$ cat config.mk
export PLATFORM = sky130hd
export DESIGN_NAME = serial_sub
export DESIGN_NICKNAME = d
export VERILOG_FILES = /design/src/rtl/serial_pkg.sv /design/src/rtl/serial_sub_fs.sv /design/src/rtl/serial_sub.sv
export SDC_FILE = /design/constraint.sdc
export NUM_CORES = 1
export LEC_CHECK = 0
export CAP_MARGIN = 15
export CORE_AREA = 2 2 49 97
export DETAILED_ROUTE_END_ITERATION = 16
export DIE_AREA = 0 0 51 99
export SYNTH_ARGS = -nofsm -noshare
export SYNTH_HDL_FRONTEND = slang
export SYNTH_SLANG_ARGS = --single-unit
$ cat constraint.sdc
create_clock -name i_clk -period 3.7 [get_ports i_clk]
set_input_delay 0.555 -clock i_clk [delete_from_list [all_inputs] [get_ports i_clk]]
set_output_delay 0.555 -clock i_clk [all_outputs]
set_load 0.01 [all_outputs]
$ cat src/rtl/serial_pkg.sv
// Shared FSM encoding and sizing helpers
// for the bit-serial subtractor.
package serial_pkg;

    typedef enum logic [1:0] {
        ST_IDLE = 2'd0,
        ST_RUN  = 2'd1,
        ST_DONE = 2'd2
    } state_t;

    function automatic int cnt_width(input int width);
        return (width > 1) ? $clog2(width) : 1;
    endfunction

endpackage

$ cat src/rtl/serial_sub_fs.sv
// Combinational 1-bit full subtractor cell,
// port-compatible in style with the full-adder cell.
module serial_sub_fs (
    input  logic i_a,
    input  logic i_b,
    input  logic i_bin,
    output logic o_diff,
    output logic o_bout
);

    assign o_diff = i_a ^ i_b ^ i_bin;
    assign o_bout = (~i_a & i_b) | (~i_a & i_bin) | (i_b & i_bin);

endmodule

$ cat src/rtl/serial_sub.sv
// Bit-serial A - B subtractor: parallel load, LSB-first
// processing through one full-subtractor cell.
module serial_sub
    import serial_pkg::*;
#(
    parameter int WIDTH = 8
) (
    input  logic             i_clk,
    input  logic             i_rstn,
    input  logic             i_start,
    input  logic [WIDTH-1:0] i_a,
    input  logic [WIDTH-1:0] i_b,
    output logic             o_busy,
    output logic             o_done,
    output logic [WIDTH-1:0] o_diff,
    output logic             o_bout
);

    localparam int CW = cnt_width(WIDTH);
    localparam logic [CW-1:0] LAST = CW'(WIDTH - 1);

    state_t           state;
    state_t           state_nx;
    logic [WIDTH-1:0] a_sr;
    logic [WIDTH-1:0] b_sr;
    logic [WIDTH-1:0] diff_sr;
    logic [WIDTH-1:0] diff_q;
    logic             borrow;
    logic             bout_q;
    logic [CW-1:0]    cnt;
    logic             d;
    logic             bo;

    serial_sub_fs u_fs (
        .i_a    (a_sr[0]),
        .i_b    (b_sr[0]),
        .i_bin  (borrow),
        .o_diff (d),
        .o_bout (bo)
    );

    always_comb begin
        state_nx = state;
        unique case (state)
            ST_IDLE: if (i_start) state_nx = ST_RUN;
            ST_RUN:  if (cnt == LAST) state_nx = ST_DONE;
            ST_DONE: state_nx = ST_IDLE;
            default: state_nx = ST_IDLE;
        endcase
    end

    always_ff @(posedge i_clk or negedge i_rstn) begin
        if (!i_rstn) begin
            state   <= ST_IDLE;
            a_sr    <= '0;
            b_sr    <= '0;
            diff_sr <= '0;
            diff_q  <= '0;
            borrow  <= 1'b0;
            bout_q  <= 1'b0;
            cnt     <= '0;
        end else begin
            state <= state_nx;
            if (state == ST_IDLE && i_start) begin
                a_sr   <= i_a;
                b_sr   <= i_b;
                borrow <= 1'b0;
                cnt    <= '0;
            end else if (state == ST_RUN) begin
                a_sr    <= {1'b0, a_sr[WIDTH-1:1]};
                b_sr    <= {1'b0, b_sr[WIDTH-1:1]};
                diff_sr <= {d, diff_sr[WIDTH-1:1]};
                borrow  <= bo;
                cnt     <= cnt + 1'b1;
                // Publish on the MSB cycle so results hold through the next RUN
                if (cnt == LAST) begin
                    diff_q <= {d, diff_sr[WIDTH-1:1]};
                    bout_q <= bo;
                end
            end
        end
    end

    assign o_busy = (state != ST_IDLE);
    assign o_done = (state == ST_DONE);
    assign o_diff = diff_q;
    assign o_bout = bout_q;

endmodule
# Word level (Yosys, flattened, before mapping)
# Index checks and enable logic that the tools add are counted.
# totals
in_bits	19
reg_bits	39
out_inout_bits	11
word_cells	41
# op_classes
muxes	11
add_sub_neg	1
reduce_logical	7
n_bitwise	9
eq_ne	5
# op_table
cell	count
$mux W8	4
$mux W3	2
$mux W2	2
$pmux W2 S2	1
$reduce_and A2 Y1	2
$reduce_bool A2 Y1	2
$add A3 B1 Y3 const B	1
$and A1 B1 Y1	3
$eq A3 B3 Y1 const B	1
$reduce_and A3 Y1	1
$eq A2 B1 Y1 const B	1
$eq A2 B2 Y1 const B	1
$logic_not A2 Y1	1
$mux W1	2
$ne A2 B1 Y1 const B	1
$ne A2 B2 Y1 const B	1
$not A1 Y1	2
$or A1 B1 Y1	2
$xor A1 B1 Y1	2
$logic_and A1 B1 Y1	1

# Longest topological paths before layout
# logic_depth
depth_word	6
depth_mapped	6
depth_no_buf	5

# Hierarchy
# A second synthesis with hierarchy kept.
# unflattened
hier_cells	118
area_unflattened_um2	1695.4
# by_module_without_submodules
module	area_per_inst_um2	n_inst	cells_per_inst	seq_area_each_um2
serial_sub	1667.8	1	115	950.9
serial_sub_fs	27.5	1	3	0.0

# Worst setup path after synthesis
# No wires, ideal clock.
# synth_timing
kind	register to register
from	register cnt[0]
to	register bout_q (netlist: o_bout)
synth_period_minus_slack_ns	1.426
setup_time_ns	0.125
arrival_time_ns	1.301
required_time_ns	3.575
slack_ns	2.274
n_path_buf	1
path_stages_with_launch	6
path_cell_list	dfrtp_1 ha_1 ha_1 nand3b_4 buf_6 mux2_4
# synth_between
elab_chain_len	2
# synth_rtl
item	line_no	rtl
start: declaration	serial_sub.sv:30	logic [CW-1:0] cnt;
start signal: assignment	serial_sub.sv:74	cnt <= cnt + 1'b1;
$eq A3 B3 Y1	serial_sub.sv:76	if (cnt == LAST) begin
$reduce_and A3 Y1 (no line)	n/a	
end signal: assignment	serial_sub.sv:78	bout_q <= bo;
end: declaration	serial_sub.sv:29	logic bout_q;
# Every way passes these cells.
# A chain may end at the register's enable or synchronous reset.

# Worst setup path in the final report
# layout_timing
from	register state[1]
to	output port o_done
# layout_between
elab_chain_len	1
# layout_rtl
item	line_no	rtl
start: declaration	serial_sub.sv:22	state_t state;
start signal: assignment	serial_sub.sv:63	state <= state_nx;
$eq A2 B2 Y1	serial_sub.sv:85	assign o_done = (state == ST_DONE);
end: declaration	serial_sub.sv:14	output logic o_done,
# Every way passes these cells.

==> run_results.csv <==
group,metric,value,unit
outcome,status,"finished clean",
synthesis,netlist_area,0.001692,mm2
clock_network,hold_buffers,0,
place,place_congestion,0.8428,
worst_setup_path,required,3.14,ns
power,peakVddDrop,0.4189,mV
timing,setup_violations,0,
timing,final.setup.tns,0,ns
cells_and_area,nets,196,
global_routing,grt_overflow,0,
cells_and_area,drive_above_1_share,12.00,%
synthesis,synth_nets,169,
floorplan,pin_count,30,
detailed_routing,drt_iter0_drc,40,
clock_network,cts-root-buf,"clkbuf_8",
global_routing,grt_start_max_net_pins,39,
floorplan,die_x,51,um
synthesis,synth-seq-cells,38,
detailed_routing,drtPass1Iterations,4,
detailed_routing,drc,0,
detailed_routing,routedWlPerCell,15.87,um
worst_setup_path,worstSetupPathType,"reg -> out",
timing,finClkSkew,0.004046,ns
synthesis,avgSynthCellArea,11.51,um2
worst_setup_path,worstPathCellList,"inv_1 -> nor2_1 -> clkdlybuf4s50_1",
cells_and_area,layout.cells.most_common,"dfrtp_1",
floorplan,start_util,39.37,%
power,p_leak,0.9329,nW
hold_path,hold_path.class,"reg -> reg",
clock_network,cts_tree,"done",
clock_network,cts_setup_buffers,0,
clock_network,htreeDepth,2,
place,numPlacedInstances,221,
clock_network,post_cts_resized,0,
clock_network,clkSlewWorstSetupHoldPaths,0.07,ns
synthesis,synthCells,147,
clock_network,cts_sinks,38,
flow_run,drv_cap,0,
cells_and_area,antenna_cells,0,
timing,post-route-min-period,2.395,ns
timing,fin_hold_ws,0.4753,ns
global_routing,grt_use_total,16.87,%
global_routing,met1_usage,19.52,%
place,io_buffers,29,
detailed_routing,detail-route-antenna-nets,0,
worst_setup_path,critPathSlowestCell,"dfrtp_1",
global_routing,top_usage_layer,"met2",
floorplan,coreArea,0.004297,mm2
floorplan,fp-row-count,34,
global_routing,grt_pass1_wl,6382,um
timing,max_slew_margin,51.35,%
timing,rsz0062_at_grt,"no",
place,dpl.hpwl,2585,um
global_routing,grt_antenna_before_repair,0,
clock_network,insertion_delay,0.29,ns
timing,fmax,417.5,MHz
synthesis,synth-seq-area-share,56.21,%
detailed_routing,viasPerCell,5.393,
worst_setup_path,crit_path_end_kind,"output pin",
timing,fin_crit_sh,64.73,%
power,p_total,1.712,mW
worst_setup_path,slowest_delay,0.55,ns
worst_setup_path,crit_arrival,1.84,ns
clock_network,cts_made_buffers,5,
floorplan,die_area,0.005049,mm2
floorplan,die_height,99,um
global_routing,grt_pass1_vias,1309,
power,powerDensity,826.2,mW/mm2
cells_and_area,area_growth,22.49,%
cells_and_area,layout_common_cells,"38 x dfrtp_1, 29 x clkdlybuf4s50_1, 23 x nand2_1, 21 x o22ai_1, 11 x a21oi_1",
timing,hold_viol,0,
synthesis,synth.yosys.warnings,0,
place,preCtsSetupSlack,1.515,ns
worst_setup_path,path_max_fanout,14,
detailed_routing,postRouteWirelength,3635,um
global_routing,met2_usage,28.07,%
timing,tightestPinTransition,0.7297,ns
detailed_routing,vias,1235,
timing,setup_slack,1.305,ns
clock_network,clock_path_buffers,2,
synthesis,synth_cell_types,27,
cells_and_area,fin_cells,229,
timing,report.final.slew_viol_count,0,
global_routing,grt_use_met3,3.788,%
worst_setup_path,start_kind,"flop",
[final timing paths]
path	from	to	slack, ns	depth (start not counted)
setup / recovery	state[1]	o_done	1.30	3
hold / removal	cnt[0]	cnt[0]	0.48	1
min in group asynchronous	i_rstn	diff_sr[2]	0.69	2
setup reg to reg	state[0]	a_sr[3]	2.01	2
hold reg to reg	cnt[0]	cnt[0]	0.48	1
max in group asynchronous	i_rstn	a_sr[6]	2.67	2
[layer usage]
metal  vias to the layer above  wire length (um)
met4                         0               101
met5                         -                 0
met3                        10               138
li1                        573                 -
met2                        44              1983
met1                       608              1411
[flip-flops by register name, summed over array words and instances (netlist names)]
register and cells:
o_bout 1, b_sr 8, o_diff 8, cnt 3, diff_sr 7, state 2, a_sr 8, borrow 1
[cells in the mapped netlist, drive strengths merged]
master	instances	area (um2)
nand2	23	86.33
a2bb2oi	3	26.28
o21ai	6	30.02
buf	10	80.07
inv	5	18.76
ha	2	25.02
and2b	1	7.510
o221a	2	22.52
mux2	8	116.4
nor2	5	28.78
nand2b	3	18.77
or2	1	6.260
dfrtp	38	950.9
o22ai	21	131.4
a21oi	11	55.05
a22o	3	26.28
fa	1	20.02
nor2b	1	6.260
nand3b	3	35.03
[critical path, delay by kind of cell, from the launching register on]
family,cells,cell delay [ns]
DFF,1,0.55
buffers and inverters,2,0.85
and+or+nand+nor,1,0.16
[power by group]
part           internal (mW)  switching [mW]
Sequential             0.607           0.146
Combinational          0.355           0.308
Clock                  0.150           0.146
Total                   1.11           0.600
[final cells by class]
class | count | area (um2)
multi-input cells | 94 | 641.9
fillers | 403 | 2225
repair buffers | 30 | 297.8
inverters | 5 | 18.77
well taps | 54 | 67.56
clock buffers | 6 | 82.58
flip-flops and latches | 38 | 950.9
clock inverters | 2 | 12.51
[stage by stage]
step	utilization, %	area [um2]
finish	48.22	2072
global route	48.22	2072
CTS	48.22	2072
detailed placement	46.01	1977
global placement	46.01	1977
floorplan	-	1692
[cell families (layout without fill, tap and decap cells)]
| kind of cell | Yosys count | after routing | synth area share, % |
|---|---|---|---|
| multiplexers | 8 | 8 | 6.879 |
| AND/OR/NAND/NOR | 37 | 37 | 11.17 |
| buffers and inverters | 15 | 43 | 5.842 |
| adder cells (fa/ha/maj) | 3 | 3 | 2.663 |
| AO/OA/AOI/OAI | 46 | 46 | 17.23 |
| flip-flops | 38 | 38 | 56.21 |
No activity file was read; power rests on OpenSTA's default activity.
